`config.mk`:
```
export PLATFORM = sky130hd
export DESIGN_NAME = imem_uart_loader_flat
export DESIGN_NICKNAME = d
export VERILOG_FILES = /design/src/rtl/imem_if.sv /design/src/rtl/imem_uart_loader.sv /design/src/flat_wrapper.sv
export SDC_FILE = /design/constraint.sdc
export NUM_CORES = 1
export LEC_CHECK = 0
export BUFFER_PORTS_ARGS = -buffer_cell sky130_fd_sc_hd__buf_2
export CORE_ASPECT_RATIO = 1.4
export CORE_MARGIN = 2
export CORE_UTILIZATION = 54
export CTS_CLUSTER_SIZE = 10
export DETAILED_ROUTE_END_ITERATION = 16
export GPL_TIMING_DRIVEN = 0
export PLACE_DENSITY = 0.84
export SLEW_MARGIN = 20
export SYNTH_ARGS = -nofsm -noshare
export SYNTH_HDL_FRONTEND = slang
export SYNTH_SLANG_ARGS = --single-unit
```
`constraint.sdc`:
```
create_clock -name clk -period 2.14 [get_ports clk]
set_input_delay 0.321 -clock clk [delete_from_list [all_inputs] [get_ports clk]]
set_output_delay 0.321 -clock clk [all_outputs]
set_load 0.01 [all_outputs]
```
`src/rtl/imem_if.sv`:
```
// Instruction-memory write port shared by the loader (master) and the memory (slave).
interface imem_if #(
  parameter int ADDR_W = 10
);
  logic              we;
  logic [ADDR_W-1:0] addr;
  logic [31:0]       wdata;

  modport master (output we, output addr, output wdata);
  modport slave  (input  we, input  addr, input  wdata);
endinterface

```
`src/rtl/imem_uart_loader.sv`:
```
// UART program loader: receives an A5/LEN/payload/CSUM frame and writes it word by word
// into instruction memory, holding the core in reset until a load checks out.
module imem_uart_loader #(
  parameter int CLKS_PER_BIT = 434,
  parameter int ADDR_W       = 10
) (
  input  logic          clk,
  input  logic          rst_n,
  input  logic          uart_rx,
  imem_if.master        imem,
  output logic          core_rst,
  output logic          load_done,
  output logic          load_err,
  output logic [ADDR_W:0] word_count
);

  localparam int CNT_W = $clog2(CLKS_PER_BIT);
  localparam logic [CNT_W-1:0] HALF_M1 = CNT_W'(CLKS_PER_BIT / 2 - 1);
  localparam logic [CNT_W-1:0] FULL_M1 = CNT_W'(CLKS_PER_BIT - 1);
  localparam logic [16:0]      CAPACITY = 17'(2 ** ADDR_W);
  localparam logic [7:0]       SYNC_BYTE = 8'hA5;

  typedef enum logic [1:0] {RX_IDLE, RX_START, RX_DATA, RX_STOP} rx_state_t;
  typedef enum logic [2:0] {L_IDLE, L_LEN_LO, L_LEN_HI, L_DATA, L_CSUM, L_ERROR} ld_state_t;

  // ---------------- RX front end ----------------
  logic             rx_meta_q, rx_sync_q, rx_prev_q;
  rx_state_t        rx_state_q, rx_state_d;
  logic [CNT_W-1:0] cnt_q, cnt_d;
  logic [2:0]       bit_idx_q, bit_idx_d;
  logic [7:0]       shift_q, shift_d;
  logic             rx_valid_q, rx_valid_d;
  logic             rx_ferr_q, rx_ferr_d;

  always_ff @(posedge clk or negedge rst_n) begin
    if (!rst_n) begin
      rx_meta_q  <= 1'b1;
      rx_sync_q  <= 1'b1;
      rx_prev_q  <= 1'b1;
      rx_state_q <= RX_IDLE;
      cnt_q      <= '0;
      bit_idx_q  <= '0;
      shift_q    <= '0;
      rx_valid_q <= 1'b0;
      rx_ferr_q  <= 1'b0;
    end else begin
      rx_meta_q  <= uart_rx;
      rx_sync_q  <= rx_meta_q;
      rx_prev_q  <= rx_sync_q;
      rx_state_q <= rx_state_d;
      cnt_q      <= cnt_d;
      bit_idx_q  <= bit_idx_d;
      shift_q    <= shift_d;
      rx_valid_q <= rx_valid_d;
      rx_ferr_q  <= rx_ferr_d;
    end
  end

  always_comb begin
    rx_state_d = rx_state_q;
    cnt_d      = cnt_q;
    bit_idx_d  = bit_idx_q;
    shift_d    = shift_q;
    rx_valid_d = 1'b0;
    rx_ferr_d  = 1'b0;
    case (rx_state_q)
      RX_IDLE: begin
        if (rx_prev_q && !rx_sync_q) begin
          rx_state_d = RX_START;
          cnt_d      = '0;
        end
      end
      RX_START: begin
        if (cnt_q == HALF_M1) begin
          cnt_d     = '0;
          bit_idx_d = '0;
          // A line already back high at mid-start was only a glitch.
          rx_state_d = rx_sync_q ? RX_IDLE : RX_DATA;
        end else begin
          cnt_d = cnt_q + 1'b1;
        end
      end
      RX_DATA: begin
        if (cnt_q == FULL_M1) begin
          cnt_d     = '0;
          shift_d   = {rx_sync_q, shift_q[7:1]};
          bit_idx_d = bit_idx_q + 1'b1;
          if (bit_idx_q == 3'd7) rx_state_d = RX_STOP;
        end else begin
          cnt_d = cnt_q + 1'b1;
        end
      end
      RX_STOP: begin
        if (cnt_q == FULL_M1) begin
          cnt_d      = '0;
          rx_valid_d = rx_sync_q;
          rx_ferr_d  = !rx_sync_q;
          rx_state_d = RX_IDLE;
        end else begin
          cnt_d = cnt_q + 1'b1;
        end
      end
      default: rx_state_d = RX_IDLE;
    endcase
  end

  // ---------------- Loader FSM ----------------
  ld_state_t         ld_state_q, ld_state_d;
  logic [15:0]       len_q, len_d;
  logic [1:0]        byte_idx_q, byte_idx_d;
  logic [7:0]        xor_q, xor_d;
  logic [31:0]       asm_q, asm_d;
  logic [ADDR_W:0]   word_count_q, word_count_d;
  logic              imem_we_q, imem_we_d;
  logic [ADDR_W-1:0] imem_addr_q, imem_addr_d;
  logic [31:0]       imem_wdata_q, imem_wdata_d;
  logic              core_rst_q, core_rst_d;
  logic              load_done_q, load_done_d;
  logic              load_err_q, load_err_d;
  logic [15:0]       len_full;
  logic [ADDR_W:0]   wc_inc;

  assign len_full = {shift_q, len_q[7:0]};
  assign wc_inc   = word_count_q + 1'b1;

  always_ff @(posedge clk or negedge rst_n) begin
    if (!rst_n) begin
      ld_state_q   <= L_IDLE;
      len_q        <= '0;
      byte_idx_q   <= '0;
      xor_q        <= '0;
      asm_q        <= '0;
      word_count_q <= '0;
      imem_we_q    <= 1'b0;
      imem_addr_q  <= '0;
      imem_wdata_q <= '0;
      core_rst_q   <= 1'b0;
      load_done_q  <= 1'b0;
      load_err_q   <= 1'b0;
    end else begin
      ld_state_q   <= ld_state_d;
      len_q        <= len_d;
      byte_idx_q   <= byte_idx_d;
      xor_q        <= xor_d;
      asm_q        <= asm_d;
      word_count_q <= word_count_d;
      imem_we_q    <= imem_we_d;
      imem_addr_q  <= imem_addr_d;
      imem_wdata_q <= imem_wdata_d;
      core_rst_q   <= core_rst_d;
      load_done_q  <= load_done_d;
      load_err_q   <= load_err_d;
    end
  end

  always_comb begin
    ld_state_d   = ld_state_q;
    len_d        = len_q;
    byte_idx_d   = byte_idx_q;
    xor_d        = xor_q;
    asm_d        = asm_q;
    word_count_d = word_count_q;
    imem_we_d    = 1'b0;
    imem_addr_d  = imem_addr_q;
    imem_wdata_d = imem_wdata_q;
    core_rst_d   = core_rst_q;
    load_done_d  = load_done_q;
    load_err_d   = load_err_q;
    case (ld_state_q)
      L_IDLE: begin
        if (rx_valid_q && shift_q == SYNC_BYTE) begin
          ld_state_d   = L_LEN_LO;
          core_rst_d   = 1'b1;
          load_done_d  = 1'b0;
          load_err_d   = 1'b0;
          word_count_d = '0;
          byte_idx_d   = '0;
          xor_d        = '0;
        end
      end
      L_LEN_LO: begin
        if (rx_valid_q) begin
          len_d      = {8'h00, shift_q};
          ld_state_d = L_LEN_HI;
        end
      end
      L_LEN_HI: begin
        if (rx_valid_q) begin
          len_d = len_full;
          if ({1'b0, len_full} > CAPACITY) ld_state_d = L_ERROR;
          else if (len_full == 16'd0)      ld_state_d = L_CSUM;
          else                             ld_state_d = L_DATA;
        end
      end
      L_DATA: begin
        if (rx_valid_q) begin
          asm_d[8*byte_idx_q +: 8] = shift_q;
          xor_d      = xor_q ^ shift_q;
          byte_idx_d = byte_idx_q + 1'b1;
          if (byte_idx_q == 2'd3) begin
            imem_we_d    = 1'b1;
            imem_addr_d  = word_count_q[ADDR_W-1:0];
            imem_wdata_d = {shift_q, asm_q[23:0]};
            word_count_d = wc_inc;
            if (16'(wc_inc) == len_q) ld_state_d = L_CSUM;
          end
        end
      end
      L_CSUM: begin
        if (rx_valid_q) begin
          if (shift_q == xor_q) begin
            load_done_d = 1'b1;
            core_rst_d  = 1'b0;
            ld_state_d  = L_IDLE;
          end else begin
            ld_state_d = L_ERROR;
          end
        end
      end
      L_ERROR: begin
        load_err_d = 1'b1;
        ld_state_d = L_IDLE;
      end
      default: ld_state_d = L_IDLE;
    endcase
    // A framing error aborts any load in flight; in IDLE it is just line noise.
    if (rx_ferr_q && ld_state_q != L_IDLE && ld_state_q != L_ERROR) ld_state_d = L_ERROR;
  end

  assign imem.we    = imem_we_q;
  assign imem.addr  = imem_addr_q;
  assign imem.wdata = imem_wdata_q;
  assign core_rst   = core_rst_q;
  assign load_done  = load_done_q;
  assign load_err   = load_err_q;
  assign word_count = word_count_q;

endmodule

```
`src/flat_wrapper.sv`:
```
// flat-port wrapper written by rule: the top's interface ports become plain ports
module imem_uart_loader_flat 
#(
  parameter int CLKS_PER_BIT = 434,
  parameter int ADDR_W       = 10
)
  (clk, rst_n, uart_rx, core_rst, load_done, load_err, word_count, imem_we, imem_addr, imem_wdata);
  imem_if #(.ADDR_W(ADDR_W)) imem_i ();
  input  logic clk;
  input  logic rst_n;
  input  logic uart_rx;
  output logic core_rst;
  output logic load_done;
  output logic load_err;
  output logic [ADDR_W:0] word_count;
  output wire logic [$bits(imem_i.we)-1:0] imem_we;
  output wire logic [$bits(imem_i.addr)-1:0] imem_addr;
  output wire logic [$bits(imem_i.wdata)-1:0] imem_wdata;
  assign imem_we = imem_i.we;
  assign imem_addr = imem_i.addr;
  assign imem_wdata = imem_i.wdata;
  imem_uart_loader #(.CLKS_PER_BIT(CLKS_PER_BIT), .ADDR_W(ADDR_W)) u_core (.clk(clk), .rst_n(rst_n), .uart_rx(uart_rx), .imem(imem_i), .core_rst(core_rst), .load_done(load_done), .load_err(load_err), .word_count(word_count));
endmodule
```
==> results.md <==
- Outcome: complete, but fails checks
- Failing checks: negative setup slack
- Tot GR Track Use: 25.6%
- Setup violators final: 1
- Most used cell along the critical path: or3_4
- Design area: 7890 um2
- Die height: about 130 um
- Worst endpoint data arrival time: 2.65 ns
- Synth unique cells: 56
- Core area: about 12000 um2
- CP Capture Type: flop
- Vias in the first global route: between 5000 and 6000
- Slew headroom: 46.6%
- Grt total ovfl: 0
- Final worst setup slack: -0.152 ns
- Power density cells: 764 nW/um2
- CTS Buf Count: 17
- Synth-to-layout area growth: 21.4%
- Placer congestion estimate: approximately 0.92
- #FFs+latches synth: roughly 140
- Die Area: between 10000 and 15000 um2
- EDFF count, synth: 0
- Worst slew pin tran: 0.800 ns
- Mapped Cells: 687
- Skew final: 0.0131 ns
- I/O pins: 60
- Final wirelength: roughly 16 mm
- Yosys warns: 0
- DRT Pass-1 Iters: 5
- Max rail drop VDD: 0.790 mV
- Antenna Cells: 0
- Num Clock Sinks: about 140
- Commonest cells after routing, fill and taps aside: nand2_1, dfrtp_1, o21ai_0
- Syn Nets: 705
- Worst Path Class, Setup: reg2reg
- Crit share post-route: 107%
- Vias: between 5000 and 6000
- Post-layout min period: 2.29 ns
- Via-to-Cell Ratio: 5.99
- Share of cells above drive strength 1: 23.6%
- Worst Path Required: between 2 and 3 ns
- Worst min-delay path class: reg2reg
- CP startpoint kind: flop
- Pin count of the biggest net entering global routing: between 80 and 90
- Clk_lat worst skew: 0.43 ns
- Most common cell after layout, fill and taps aside: nand2_1
- CTS tree: yes
- Worst-path clk slew: 0.06 ns
- Crit-path max FO: 3
- Final hold vios: 0
- First-pass GRT wire length: 26.7 mm
- Rows: 47
- Static Leak: roughly 3.8 nW
- Remaining DRCs: 0
- Clock buffer depth: 2
- Initial antenna violation count: 0
- Crit-path slowest cell: or3_4
- Count of port buffers added during placement: 59
- DP Area: 7020 um2
- Final nets: between 700 and 800
- Initial core utilization: 55.0%
- H-tree depth: 4
- Register area share after synthesis: a little over half
- Cells after DPL: roughly 890
- Pins Over Slew Limit: 0
- Wire per inst: around 18 um
- Final Non-Filler Cells: 936
- Max Cap Viol: 0
- Cell Chain, Critical Path: or3_4 -> or3_4 -> or3b_4 -> or3_4 -> a211oi_2 -> mux2_1
- Hpwl dp: roughly 11 mm
- Antenna Nets Post-Route: 0
- Root buf cell: clkbuf_16
- Max Clock Freq: ~440 MHz
- Slowest stage delay, CP: 0.42 ns
- Syn_area_per_cell: between 9 and 10 um2
- Die X: a little under 100 um
- RSZ-0062 raised after global routing: yes
- Top FF cell, synth: dfrtp_1
- Syn Std Cell Area: 6500 um2
- Async SR Flop Fraction: 100%
- Initial drt markers: 390
==> metrics by stage <==
stage | setup WS, ns | hold WS (ns) | util (%) | TNS [ns] | total power, mW
floorplan | -0.0163 | 0.0254 | - | -0.0163 | 3.10
global placement | -0.947 | 0.345 | 59.1 | -161.55 | 3.22
detailed placement | -0.675 | 0.259 | 59.4 | -37.07 | 3.28
CTS | -0.159 | 0.355 | 65.4 | -0.297 | 6.03
global route | -0.209 | 0.358 | 66.8 | -0.314 | 6.26
finish | -0.152 | 0.355 | 66.8 | -0.152 | 6.03
==> final cells by class <==
cell class                      instances  area, um2
Tap cell                              147        184
Timing Repair Buffer                   72        440
Fill cell                             870       3930
Inverter                               21       78.8
Clock inverter                         13        119
Clock buffer                           18        439
Multi-Input combinational cell        494       3030
Sequential cell                       137       3440
Buffer                                 34        163
==> flip-flops by register name, indices dropped and copies added, names as in the netlist, named ones only <==
register	count
u_core.asm_q	24
u_core.bit_idx_q	3
u_core.byte_idx_q	2
u_core.cnt_q	9
u_core.core_rst	1
u_core.imem.addr	10
u_core.imem.wdata	32
u_core.imem.we	1
u_core.ld_state_q	3
u_core.len_q	16
u_core.load_done	1
u_core.load_err	1
u_core.rx_ferr_q	1
u_core.rx_meta_q	1
u_core.rx_prev_q	1
u_core.rx_state_q	1
u_core.rx_sync_q	1
u_core.rx_valid_q	1
u_core.shift_q	8
u_core.word_count	11
u_core.xor_q	8
==> critical path: cells and delay by family, from the launching register on <==
kind	cells	cell delay (ns)
DFF	1	0.40
and+or+nand+nor	4	1.52
AOI/OAI and AO/OA	1	0.17
muxes	1	0.14
==> power by group <==
| group | total, mW | switching, mW | internal, mW |
|---|---|---|---|
| Clock | 2.78 | 1.15 | 1.63 |
| Sequential | 2.71 | 0.0554 | 2.65 |
| Combinational | 0.545 | 0.354 | 0.191 |
| Total | 6.03 | 1.56 | 4.47 |
==> cells by family after synthesis <==
group                    synth area share (%)
AO/OA/AOI/OAI                            13.0
XOR/XNOR                                 3.33
adder cells (fa/ha/maj)                  2.89
buffers and inverters                    3.27
flip-flops                               52.8
multiplexers                             5.83
AND/OR/NAND/NOR                          18.9
==> timing repair <==
action	4_1_cts	5_1_grt
hold buffers	2	0
setup buffers	7	3
pin swaps	6	7
cloned	0	0
setup endpoints to repair	93	74
resized for setup	34	48
hold endpoints to repair	53	0
==> cells in the mapped netlist (4+ instances only) <==
master | n | share of area [%]
and3_1 | 8 | 0.77
or3_1 | 5 | 0.48
o21ai_0 | 87 | 6.7
xnor2_1 | 18 | 2.4
nand3_1 | 13 | 1.0
a21oi_1 | 10 | 0.77
mux2_2 | 30 | 5.2
o31ai_1 | 5 | 0.58
dfrtp_1 | 134 | 52
a22oi_1 | 10 | 1.2
nor4_1 | 4 | 0.38
clkbuf_1 | 29 | 1.7
xor2_1 | 4 | 0.54
nor3_1 | 5 | 0.38
buf_1 | 4 | 0.23
inv_1 | 21 | 1.2
ha_1 | 15 | 2.9
nand4_1 | 9 | 0.87
nand2_1 | 180 | 10
a31oi_1 | 5 | 0.48
nor2_1 | 32 | 1.8
==> routing by layer <==
layer / GRT usage [%] / up-vias / share of wire, %
met1: 29.3 / 2768 / 39
li1: - / 2545 / -
met5: 0 / - / 0
met2: 46.4 / 238 / 53
met4: 11.4 / 0 / 3.6
met3: 4.74 / 52 / 4.7
==> worst paths after layout <==
path	cells after the start	endpoint	startpoint	slack, ns
setup / recovery	6	u_core.ld_state_q[1]$_DFFE_PN0P_	u_core.shift_q[6]$_DFFE_PN0P_	-0.15
hold / removal	0	u_core.rx_sync_q$_DFF_PN1_	u_core.rx_meta_q$_DFF_PN1_	0.36
setup reg to reg	6	u_core.ld_state_q[1]$_DFFE_PN0P_	u_core.shift_q[6]$_DFFE_PN0P_	-0.15
hold reg to reg	0	u_core.rx_sync_q$_DFF_PN1_	u_core.rx_meta_q$_DFF_PN1_	0.36
max in group asynchronous	3	u_core.rx_meta_q$_DFF_PN1_	rst_n	0.98
min in group asynchronous	2	u_core.imem.wdata[23]$_DFFE_PN0P_	rst_n	0.39
Note: power is estimated with default switching activity, not from simulation.
